## src/rtl/timer_irq_ctrl.sv

```systemverilog
// APB3 interrupt aggregator: level/edge capture into PENDING, masking by ENABLE,
// and a registered lowest-index-wins request plus source ID for the core.
module timer_irq_ctrl #(
  parameter int NUM_IRQ = 8,
  parameter int ID_W    = 5
) (
  input  logic               PCLK,
  input  logic               PRESET,
  input  logic               PSEL,
  input  logic               PENABLE,
  input  logic               PWRITE,
  input  logic [2:0]         PADDR,
  input  logic [31:0]        PWDATA,
  output logic [31:0]        PRDATA,
  input  logic [NUM_IRQ-1:0] IRQ_SRC,
  output logic               IRQ,
  output logic [ID_W-1:0]    IRQ_ID
);

  localparam logic [2:0] ADDR_STATUS  = 3'd0;
  localparam logic [2:0] ADDR_PENDING = 3'd1;
  localparam logic [2:0] ADDR_ENABLE  = 3'd2;
  localparam logic [2:0] ADDR_MODE    = 3'd3;
  localparam logic [2:0] ADDR_ACTIVE  = 3'd4;
  localparam logic [2:0] ADDR_SWSET   = 3'd5;

  logic [NUM_IRQ-1:0] pending_reg, pending_next;
  logic [NUM_IRQ-1:0] enable_reg;
  logic [NUM_IRQ-1:0] mode_reg;
  logic [NUM_IRQ-1:0] src_q_reg;
  logic               irq_reg;
  logic [ID_W-1:0]    irq_id_reg, irq_id_next;

  logic               wr_en;
  logic [NUM_IRQ-1:0] wr_bits;
  logic [NUM_IRQ-1:0] w1c;
  logic [NUM_IRQ-1:0] swset;
  logic [NUM_IRQ-1:0] rise;
  logic [NUM_IRQ-1:0] set_vec;
  logic [NUM_IRQ-1:0] active;
  logic [NUM_IRQ-1:0] rd_word;
  logic               unused_pwdata;

  assign wr_en         = PSEL & PENABLE & PWRITE;
  assign wr_bits       = PWDATA[NUM_IRQ-1:0];
  assign unused_pwdata = ^PWDATA[31:NUM_IRQ];

  assign w1c    = (wr_en && PADDR == ADDR_PENDING) ? wr_bits : '0;
  assign swset  = (wr_en && PADDR == ADDR_SWSET)   ? wr_bits : '0;
  assign rise   = IRQ_SRC & ~src_q_reg;
  assign active = pending_reg & enable_reg;

  // Set terms are ORed after the clear term so a same-cycle set beats a W1C.
  for (genvar gi = 0; gi < NUM_IRQ; gi++) begin : g_pend
    assign set_vec[gi]      = mode_reg[gi] ? rise[gi] : IRQ_SRC[gi];
    assign pending_next[gi] = set_vec[gi] | swset[gi] | (pending_reg[gi] & ~w1c[gi]);
  end

  always_comb begin
    irq_id_next = '1;
    for (int i = NUM_IRQ - 1; i >= 0; i--) begin
      if (active[i]) irq_id_next = ID_W'(i);
    end
  end

  always_ff @(posedge PCLK) begin
    if (PRESET) begin
      pending_reg <= '0;
      enable_reg  <= '0;
      mode_reg    <= '0;
      src_q_reg   <= '0;
      irq_reg     <= 1'b0;
      irq_id_reg  <= '1;
    end else begin
      pending_reg <= pending_next;
      src_q_reg   <= IRQ_SRC;
      irq_reg     <= |active;
      irq_id_reg  <= irq_id_next;
      if (wr_en && PADDR == ADDR_ENABLE) enable_reg <= wr_bits;
      if (wr_en && PADDR == ADDR_MODE)   mode_reg   <= wr_bits;
    end
  end

  always_comb begin
    rd_word = '0;
    case (PADDR)
      ADDR_STATUS:  rd_word = IRQ_SRC;
      ADDR_PENDING: rd_word = pending_reg;
      ADDR_ENABLE:  rd_word = enable_reg;
      ADDR_MODE:    rd_word = mode_reg;
      ADDR_ACTIVE:  rd_word = active;
      default:      rd_word = '0;
    endcase
    PRDATA = '0;
    if (PSEL && !PWRITE) PRDATA = {{(32 - NUM_IRQ){1'b0}}, rd_word};
  end

  assign IRQ    = irq_reg;
  assign IRQ_ID = irq_id_reg;

endmodule

```

## config.mk

```make
export PLATFORM = sky130hd
export DESIGN_NAME = timer_irq_ctrl
export DESIGN_NICKNAME = d
export VERILOG_FILES = /design/src/rtl/timer_irq_ctrl.sv
export SDC_FILE = /design/constraint.sdc
export NUM_CORES = 1
export LEC_CHECK = 0
export CAP_MARGIN = 40
export CELL_PAD_IN_SITES_DETAIL_PLACEMENT = 0
export CELL_PAD_IN_SITES_GLOBAL_PLACEMENT = 2
export CORE_UTILIZATION = 25
export DETAILED_ROUTE_END_ITERATION = 6
export PLACE_DENSITY_LB_ADDON = 0.1
export SLEW_MARGIN = 20
export SYNTH_ARGS = -nofsm -noshare
export SYNTH_HDL_FRONTEND = slang
export SYNTH_SLANG_ARGS = --single-unit
```

## constraint.sdc

```tcl
create_clock -name PCLK -period 2.8 [get_ports PCLK]
set_input_delay 0.56 -clock PCLK [delete_from_list [all_inputs] [get_ports PCLK]]
set_output_delay 0.56 -clock PCLK [all_outputs]
set_load 0.02 [all_outputs]
```

# After elaboration in Yosys (flattened, before gate mapping)
# Index checks and enable logic that the tools add are counted.
op_classes:
  reduce_logical: 8
  muxes: 20
  eq_ne: 5
  bitwise: 37
ops:
  columns: ["operator", "n"]
  rows:
  - ["5-bit 2-to-1 mux", 8]
  - ["8-bit one-hot mux with 5 select lines", 1]
  - ["8-bit 2-to-1 mux", 3]
  - ["8-bit AND", 2]
  - ["1-bit OR", 16]
  - ["1-bit AND", 10]
  - ["1-bit 2-to-1 mux", 8]
  - ["1-bit NOT", 8]
  - ["8-bit NOT", 1]
  - ["8-bit OR reduction", 1]
  - ["3-bit by 2-bit == test with 1-bit output (second input constant)", 2]
  - ["3-bit == test (second input constant)", 2]
  - ["1-bit logical AND", 5]
  - ["3-bit by 1-bit == test with 1-bit output (second input constant)", 1]
  - ["3-bit zero test", 1]
  - ["1-bit zero test", 1]
word_totals:
  word_cells: 76
  out_inout_bits: 38
  regBits: 38

# Depth between registers and ports, before layout
# Gate-level depths: netlist of run 1.
depth:
  depth_word: 9
  depth_mapped: 6
  mapped_depth_nobuf: 4

# Worst setup path before layout of run 1
# No wires, ideal clock.
synth_path:
  path_kind: "input port to output port"
  from: "input port PADDR[0]"
  to: "output port PRDATA[4]"
  cell_stages: 5
  slack_ns: 0.612
  n_path_buf: 2
  t_arrival_ns: 1.628
  cell_sequence: "buf_4 > buf_2 > nor2_1 > nand2_1 > o22ai_1"
synth_via:
  elab_chain_len: 3
synth_lines:
  columns: ["element", "line_no", "rtl"]
  rows:
  - ["start, declared", "12", "input logic [2:0] PADDR,"]
  - ["3-bit == test, or another cell as far along", "86", "case (PADDR)"]
  - ["8-bit one-hot mux with 5 select lines *", "86", null]
  - ["8-bit 2-to-1 mux *", "95", "if (PSEL && !PWRITE) PRDATA = {{(32 - NUM_IRQ){1'b0}}, rd_word};"]
  - ["end, declared", "14", "output logic [31:0] PRDATA,"]
# Every way passes the cells marked *; elsewhere a longest branch is shown, timed or not.

# Worst setup path after layout of run 1
# Same ends and word-level chain as after synthesis.

==> flow_metrics.env, run 1 <==
export IMPL_switching_share_pct=27.1
export IMPL_htreeDepth=2
export IMPL_synth_edf_count=0
export IMPL_p_int_mw=0.794
export IMPL_required_ns=2.24
export IMPL_fin_nets=320
export IMPL_final_core_util_pct=34.1
export IMPL_synth_avg_cell_area_sq_um=8.69
export IMPL_wl_met2_um=2170
export IMPL_cp_end_kind="output pin"
export IMPL_cts_buffers=5
export IMPL_antenna_cells=0
export IMPL_finalHoldViolations=0
export IMPL_post_route_drc_count=0
export IMPL_grt_antenna_before_repair=0
export IMPL_wl_met3_um=292
export IMPL_max_freq_ghz=0.364
export IMPL_r2r_start="pending_reg[5]"
export IMPL_place_gp_congestion=0.698
export IMPL_synth_seq_cells=37
export IMPL_start_util_pct=26.2
export IMPL_cp_endpoint="PRDATA[4]"
export IMPL_fillers=789
export IMPL_drive_above_1_share_pct=12.5
export IMPL_first_global_vias=1576
export IMPL_met1Wirelength_um=2580
export IMPL_finalCritPeriodShare_pct=98.1
export IMPL_die_h_um=89.9
export IMPL_drtIter0Drc=57
export IMPL_ant_nets=0
export IMPL_comb_power_share_pct=15.8
export IMPL_grt_overflow=0
export IMPL_grt_start_max_net_pins=37
export IMPL_dp_hpwl_um=3680
export IMPL_slew_viol_final=0
export IMPL_ir_worst_vdd_mv=0.188
export IMPL_hold_depth=2
export IMPL_final_setup_tns_ns=0
export IMPL_rsz0062_at_grt="false"
export IMPL_ys_warn_count=0
export IMPL_syn_inst=222
export IMPL_worstPathMaxFanout=9
export IMPL_post_cts_buffers=0
export IMPL_post_synth_mux_area_share_pct=15.0
export IMPL_stdcell_area_sq_mm=0.00251
export IMPL_drv_cap=0
export IMPL_syn_area_sq_mm=0.00193
export IMPL_synthDistinctLibCells=31
export IMPL_async_flop_share_pct=0
export IMPL_core_area_sq_mm=0.00737
export IMPL_startpoint="PADDR[0]"
export IMPL_cts_sinks=37
export IMPL_pin_count=86
export IMPL_arrival_ns=2.19
export IMPL_whs_ns=0.516
export IMPL_clockBufferDepth=2
export IMPL_port_buffers=37
export IMPL_path_clk_slew_ns=0.07
export IMPL_setup_violations=0
export IMPL_num_vias=1612
export IMPL_synth_top_family_by_area="simple AND/OR/NAND/NOR gates"
export IMPL_syn_to_final_growth_pct=30.2
export IMPL_row_count=31
export IMPL_synth_xor_area_share_pct=0
export IMPL_post_synth_fa_ha_maj_area_fraction_pct=0
export IMPL_hp_start="pending_reg[7]"
export IMPL_ys_seq_area_share_pct=38.4
export IMPL_critPathLaunchType="input pin"
export IMPL_place_area_sq_mm=0.00243
export IMPL_p_switching_mw=0.296
export IMPL_min_path_type="flop to flop"
export IMPL_pwr_share_clk_pct=33.4
export IMPL_die_w_um=89.9
export IMPL_fin_worst_skew_ns=0.00269
export IMPL_die_area_sq_mm=0.00807
export IMPL_synth_simple_area_share_pct=15.8
export IMPL_power_density_mw_per_mm2=434
export IMPL_p_leak_nw=0.994
export IMPL_vias_per_cell=4.33
export IMPL_grt_pass1_wl_um=8430
export IMPL_track_usage_pct=13.5
export IMPL_drt_pass1_iterations=4
export IMPL_dr_max_layer_used="met4"
export IMPL_r2r_cells=4
export IMPL_r2r_end="IRQ_ID[1]"
export IMPL_cts_tree="yes"
export IMPL_criticalPathCategory="input pin to output pin"
export IMPL_status="finished clean"
export IMPL_drt_wl_total_um=5070
export IMPL_dp_cells=364
export IMPL_reg2reg_slack_ns=1.57
export IMPL_fin_crit_ns=2.75
export IMPL_root_buffer="clkbuf_8"
export IMPL_seqPwrFrac_pct=50.9
export IMPL_final_cells=372
export IMPL_ys_flop_type="dfxtp_1"
export IMPL_post_drt_wl_per_cell_um=13.6
export IMPL_synth_compound_area_share_pct=15.2
export IMPL_clk_latency_ns=0.28
==> kinds of logic (layout without fill, tap and decap cells) <==
kind of cell | Yosys count | in the layout
simple gates | 63 | 63
flops | 37 | 37
compound gates | 48 | 48
mux | 24 | 24
other cells | 1 | 24
buf+inv | 49 | 77
==> worst max-delay path, cell delays in order <==
cell and delay, ns:
clkdlybuf4s50_1 0.51, buf_12 0.16, mux4_2 0.49, inv_1 0.06
o22ai_1 0.10, clkdlybuf4s15_1 0.31
==> metal layers <==
layer	vias to the layer above	track usage, %
met4	0	4.03
met1	743	19.1
li1	815	-
met3	2	3.05
met2	52	20.4
met5	-	0
==> power groups by stage <==
| stage | combinational [mW] | sequential (mW) | clock (mW) |
|---|---|---|---|
| floorplan | 0.120 | 0.564 | 0 |
| global placement | 0.174 | 0.567 | 0 |
| detailed placement | 0.173 | 0.567 | 0 |
| CTS | 0.173 | 0.554 | 0.381 |
| global route | 0.189 | 0.557 | 0.407 |
| finish | 0.172 | 0.555 | 0.364 |
==> worst min path at each step <==
stage	end
floorplan	pending_reg[7]
CTS	pending_reg[7]
global placement	pending_reg[7]
finish	pending_reg[7]
global route	pending_reg[7]
detailed placement	pending_reg[7]
==> stage by stage <==
step                      power [mW]  worst slack, ns
final                           1.09           0.0530
after global routing            1.15          0.00161
after CTS                       1.11           0.0145
after detailed placement       0.740           -0.186
after global placement         0.741           -0.211
after floorplan                0.684            0.612
==> cell usage after synthesis, drive strengths merged (2+ instances only) <==
cell     n  area (sq um)
nand2   21          78.8
a21oi   14          70.1
and4     2          17.5
o21ai   10          50.1
and2     2          12.5
inv     13          48.8
o22ai    8          50.1
nor2b    9          56.3
mux2i   20           200
a31oi    4          25.0
mux4     4          90.1
nor2    22          82.6
a22oi    8          60.1
clkbuf   5          18.8
nand2b   2          12.5
nor3b    2          26.3
dfxtp   37           741
buf     31           228
==> cell usage in the layout (no fill, tap or decap), drive strengths merged, types with 4 or more instances in the layout <==
cell           count
a21oi             14
a22oi              8
a31oi              4
buf               19
clkbuf             6
clkdlybuf4s15      6
clkdlybuf4s50     29
conb              24
dfxtp             37
inv               13
mux2i             20
mux4               4
nand2             21
nor2              22
nor2b              9
o21ai             10
o22ai              8
==> repair_timing <==
action / 4_1_cts / 5_1_grt
pin swaps: 0 / 0
endpoints found under the setup margin: 8 / 7
endpoints found under the hold margin: 0 / 0
resized for setup: 8 / 7
hold buffers: 0 / 0
==> cell type report <==
cell class,instances,area (sq um),area share [%]
flip-flops and latches,37,741,29.5
repair buffers,56,536,21.3
multi-input cells,159,981,39.0
clock inverters,2,10.0,0.398
well taps,99,124,4.93
inverters,13,48.8,1.94
clock buffers,6,72.6,2.89
(Power assumes the default switching activity.)
==> inputs of run 2 (changes only) <==
CORE_MARGIN = 5   (was not set)
==> flow_metrics.env, run 2 (synthesis gave the netlist of run 1 again) <==
export IMPL_status="finished clean"
export IMPL_final_cells=372
export IMPL_cp_end_kind="output pin"
export IMPL_worstPathMaxFanout=12
export IMPL_pin_count=86
export IMPL_drv_cap=0
export IMPL_multi_input_area_sq_um=980
export IMPL_tightest_slew_ns=0.662
export IMPL_final_core_util_pct=32.4
export IMPL_mostFrequentLayoutCells="dfxtp_1, clkdlybuf4s50_1, conb_1"
export IMPL_syn_to_final_growth_pct=27.8
export IMPL_cts_hold_buffers=0
export IMPL_setup_violations=0
export IMPL_crit_chain="clkdlybuf4s50_1 > buf_12 > mux4_2 > inv_1 > o22ai_1 > clkdlybuf4s15_1"
export IMPL_first_global_vias=1527
export IMPL_arrival_ns=2.17
export IMPL_cts_buffers=5
export IMPL_fillers=827
export IMPL_ant_nets=0
export IMPL_post_cts_buffers=0
export IMPL_slew_headroom_pct=55.7
export IMPL_startpoint="PADDR[0]"
export IMPL_drtIter0Drc=69
export IMPL_max_freq_ghz=0.366
export IMPL_r2r_start="pending_reg[5]"
export IMPL_port_buffers=37
export IMPL_num_vias=1627
export IMPL_clockBufferDepth=2
export IMPL_min_to="pending_reg[7]"
export IMPL_reg2reg_slack_ns=1.57
export IMPL_r2r_cells=4
export IMPL_cts_resized=10
export IMPL_post_route_drc_count=0
export IMPL_track_usage_pct=11.3
export IMPL_dp_cells=366
export IMPL_hp_start="pending_reg[7]"
export IMPL_fin_nets=319
export IMPL_drt_pass1_iterations=4
export IMPL_grt_overflow=0
export IMPL_grt_start_max_net_pins=18
export IMPL_drive_above_1_share_pct=14.1
export IMPL_layout_commonest_cell="dfxtp_1"
export IMPL_grt_pass1_wl_um=8550
export IMPL_antenna_cells=0
export IMPL_ir_worst_vdd_mv=0.136
export IMPL_path_clk_slew_ns=0.07
export IMPL_hold_depth=2
export IMPL_required_ns=2.24
export IMPL_slowest_stage="clkdlybuf4s50_1"
export IMPL_crit_buf_inv=4
export IMPL_die_area_sq_mm=0.00957
export IMPL_die_w_um=97.9
export IMPL_fin_worst_skew_ns=0.00656
export IMPL_r2r_end="IRQ_ID[1]"
export IMPL_crit_family="buffers and inverters"
export IMPL_min_path_type="flop to flop"
export IMPL_row_count=32
export IMPL_p_leak_nw=0.976
export IMPL_die_h_um=97.9
export IMPL_finalCritPeriodShare_pct=97.7
export IMPL_vias_per_cell=4.37
export IMPL_drt_wl_total_um=5420
export IMPL_place_gp_congestion=0.666
export IMPL_grt_antenna_before_repair=0
export IMPL_cts_tree="yes"
export IMPL_critPathLaunchType="input pin"
export IMPL_criticalPathCategory="input pin to output pin"
export IMPL_clk_latency_ns=0.29
export IMPL_core_area_sq_mm=0.00761
export IMPL_cts_sinks=37
export IMPL_start_util_pct=25.4
export IMPL_root_buffer="clkbuf_8"
export IMPL_seqCellArea_sq_um=741
export IMPL_dp_hpwl_um=4060
export IMPL_rsz0062_at_grt="false"
export IMPL_power_density_mw_per_mm2=437
export IMPL_cp_slowest_stage_delay_ns=0.51
export IMPL_fin_crit_ns=2.73
export IMPL_htreeDepth=2
export IMPL_finalHoldViolations=0
export IMPL_slew_viol_final=0
export IMPL_post_drt_wl_per_cell_um=14.6
-- run 2: cell types whose count changed in the layout (fill, tap and decap cells not counted), sizes merged --
| cell | previous run | this run |
|---|---|---|
| clkdlybuf4s15 | 6 | 1 |
| clkinv | 2 | 1 |
| buf | 19 | 18 |
| dlygate4sd2 | 2 | 0 |
| clkbuf | 6 | 12 |
-- run 2: per-layer routing --
layer / track usage (%) / wire length (um) / up-vias
met5: 0 / 0 / -
met4: 3.51 / 76 / 0
met3: 2.36 / 224 / 6
met2: 17.3 / 2460 / 45
met1: 15.9 / 2660 / 764
li1: - / - / 812
-- run 2: power breakdown --
group	internal [mW]	switching, mW	total, mW
registers	0.543	0.0119	0.555
logic	0.0763	0.0948	0.171
clock network	0.164	0.189	0.353
total	0.783	0.296	1.08
-- run 2: worst max-delay path by stage --
| stage | cells after the start | slack, ns | to |
|---|---|---|---|
| after floorplan | 5 | 0.61 | PRDATA[4] |
| after global placement | 7 | -0.24 | PRDATA[6] |
| after detailed placement | 7 | -0.24 | PRDATA[2] |
| after CTS | 6 | 0.007 | PRDATA[3] |
| after global routing | 6 | 0.02 | PRDATA[7] |
| final | 6 | 0.07 | PRDATA[7] |
-- run 2: worst min-delay path, stage by stage, from the launching register on --
cell	delay (ns)
dfxtp_1	0.32
o21ai_1	0.08
a21oi_1	0.07
-- run 2: through the flow --
stage	setup slack, ns	setup TNS (ns)	hold WS (ns)	total power, mW	cell area [sq um]
6_report	0.0656	0	0.512	1.08	2470
5_1_grt	0.0170	0	0.552	1.13	2470
4_1_cts	0.00703	0	0.512	1.10	2490
3_5_place_dp	-0.242	-1.72	0.499	0.741	2430
3_3_place_gp	-0.242	-1.75	0.493	0.740	2430
2_1_floorplan	0.612	0	0.469	0.684	2020
-- run 2: layout make-up --
type,count,share of cell area (%)
multi-input cells,159,39.7
clock inverters,1,0.203
repair buffers,55,20.1
clock buffers,5,2.79
inverters,13,1.98
well taps,102,5.18
flip-flops and latches,37,30.0
==> inputs of run 3 (changes only) <==
CORE_UTILIZATION = 37   (was 25)
DONT_BUFFER_PORTS = 1   (was not set)
==> flow_metrics.env, run 3 (synthesis gave the netlist of run 1 again) <==
export IMPL_status="finished clean"
export IMPL_post_drt_wl_per_cell_um=16.3
export IMPL_slowest_stage="o22ai_1"
export IMPL_drt_wl_total_um=4730
export IMPL_cts_sinks=37
export IMPL_cts_hold_buffers=0
export IMPL_wl_met2_um=2230
export IMPL_clockBufferDepth=2
export IMPL_grt_overflow=0
export IMPL_p_int_mw=0.930
export IMPL_syn_to_final_growth_pct=4.34
export IMPL_power_density_mw_per_mm2=594
export IMPL_arrival_ns=1.67
export IMPL_vias_per_cell=5.08
export IMPL_antenna_cells=0
export IMPL_required_ns=2.24
export IMPL_dp_hpwl_um=3460
export IMPL_seqPwrFrac_pct=46.4
export IMPL_stdcell_area_sq_mm=0.00201
export IMPL_slew_headroom_pct=62.8
export IMPL_worst_slack_ns=0.568
export IMPL_criticalPathCategory="input pin to output pin"
export IMPL_grt_start_max_net_pins=37
export IMPL_hold_depth=1
export IMPL_place_area_sq_mm=0.00188
export IMPL_port_buffers=0
export IMPL_finalHoldViolations=0
export IMPL_post_cts_buffers=0
export IMPL_finalCritPeriodShare_pct=79.7
export IMPL_slew_viol_final=0
export IMPL_pwr_share_clk_pct=46.1
export IMPL_min_path_type="input pin to flop"
export IMPL_fin_nets=267
export IMPL_ir_worst_vdd_mv=0.288
export IMPL_dr_max_layer_used="met4"
export IMPL_critPathLaunchType="input pin"
export IMPL_wl_met3_um=377
export IMPL_die_area_sq_mm=0.00676
export IMPL_place_gp_congestion=0.732
export IMPL_switching_share_pct=22.3
export IMPL_die_w_um=82.2
export IMPL_pre_cts_slack_ns=0.542
export IMPL_track_usage_pct=14.5
export IMPL_grt_antenna_before_repair=0
export IMPL_cp_end_kind="output pin"
export IMPL_drv_cap=0
export IMPL_tightest_slew_ns=0.558
export IMPL_row_count=26
export IMPL_cp_slowest_stage_delay_ns=0.47
export IMPL_start_util_pct=38.0
export IMPL_layout_commonest_cell="dfxtp_1"
export IMPL_r2r_cells=4
export IMPL_core_area_sq_mm=0.00507
export IMPL_clk_latency_ns=0.29
export IMPL_crit_chain="nand2b_1 > nor2_1 > nand2_1 > o22ai_1"
export IMPL_fin_worst_skew_ns=0.0101
export IMPL_drt_pass1_iterations=4
export IMPL_mostFrequentLayoutCells="dfxtp_1, conb_1, nor2_1"
export IMPL_drtIter0Drc=80
export IMPL_rsz0062_at_grt="false"
export IMPL_fin_crit_ns=2.23
export IMPL_root_buffer="clkbuf_8"
export IMPL_path_clk_slew_ns=0.07
export IMPL_p_leak_nw=0.770
export IMPL_setup_violations=0
export IMPL_cts_tree="yes"
export IMPL_worstPathMaxFanout=17
export IMPL_whs_ns=0.332
export IMPL_pin_count=86
export IMPL_grt_pass1_wl_um=7180
export IMPL_final_setup_tns_ns=0
export IMPL_cts_resized=0
export IMPL_ant_nets=0
export IMPL_die_h_um=82.2
export IMPL_met1Wirelength_um=2060
export IMPL_cts_buffers=5
export IMPL_htreeDepth=2
export IMPL_max_freq_ghz=0.448
export IMPL_p_switching_mw=0.266
export IMPL_comb_power_share_pct=7.5
export IMPL_num_vias=1472
export IMPL_first_global_vias=1351
export IMPL_drive_above_1_share_pct=8.18
export IMPL_post_route_drc_count=0
run 3: changes by cell type in the layout (fill, tap and decap cells not counted):
cell,delta
clkbuf_2,-7
buf_4,-13
clkdlybuf4s50_1,-29
buf_12,-2
clkdlybuf4s15_1,-1
bufinv_16,+2
run 3: power groups by stage:
stage	logic (mW)	clock network, mW	registers (mW)
after global placement	0.0874	0	0.567
after global routing	0.0993	0.578	0.558
after detailed placement	0.0888	0	0.568
after CTS	0.0892	0.564	0.555
after floorplan	0.120	0	0.564
final	0.0898	0.551	0.555
run 3: through the flow:
step	power (mW)	cells	util (%)
6_report	1.20	290	39.7
5_1_grt	1.24	290	39.7
4_1_cts	1.21	290	39.7
3_5_place_dp	0.656	282	37.0
3_3_place_gp	0.655	282	37.0
2_1_floorplan	0.684	245	-
run 3: layout make-up:
class	instances	area [sq um]
Multi-Input combinational cell	159	980
Timing Repair Buffer	3	22.5
Clock inverter	3	65.1
Sequential cell	37	741
Tap cell	70	87.6
Inverter	13	48.8
Clock buffer	5	68.8
Fill cell	504	3060
run 3: critical path: cells and delay by family:
kind               cells  cell delay, ns
and+or+nand+nor        3            0.64
AOI/OAI and AO/OA      1            0.47
run 3: final timing paths:
path	start	end	slack [ns]
max	PADDR[1]	PRDATA[4]	0.57
min reg2reg	pending_reg[0]	pending_reg[0]	0.51
max reg2reg	pending_reg[5]	IRQ_ID[1]	1.55
min	PRESET	src_q_reg[4]	0.33
run 3: metal layers:
| layer | vias up | global-route usage (%) |
|---|---|---|
| met5 | - | 0 |
| met2 | 54 | 23.3 |
| met4 | 0 | 4.49 |
| met1 | 704 | 18.7 |
| li1 | 708 | - |
| met3 | 6 | 4.12 |
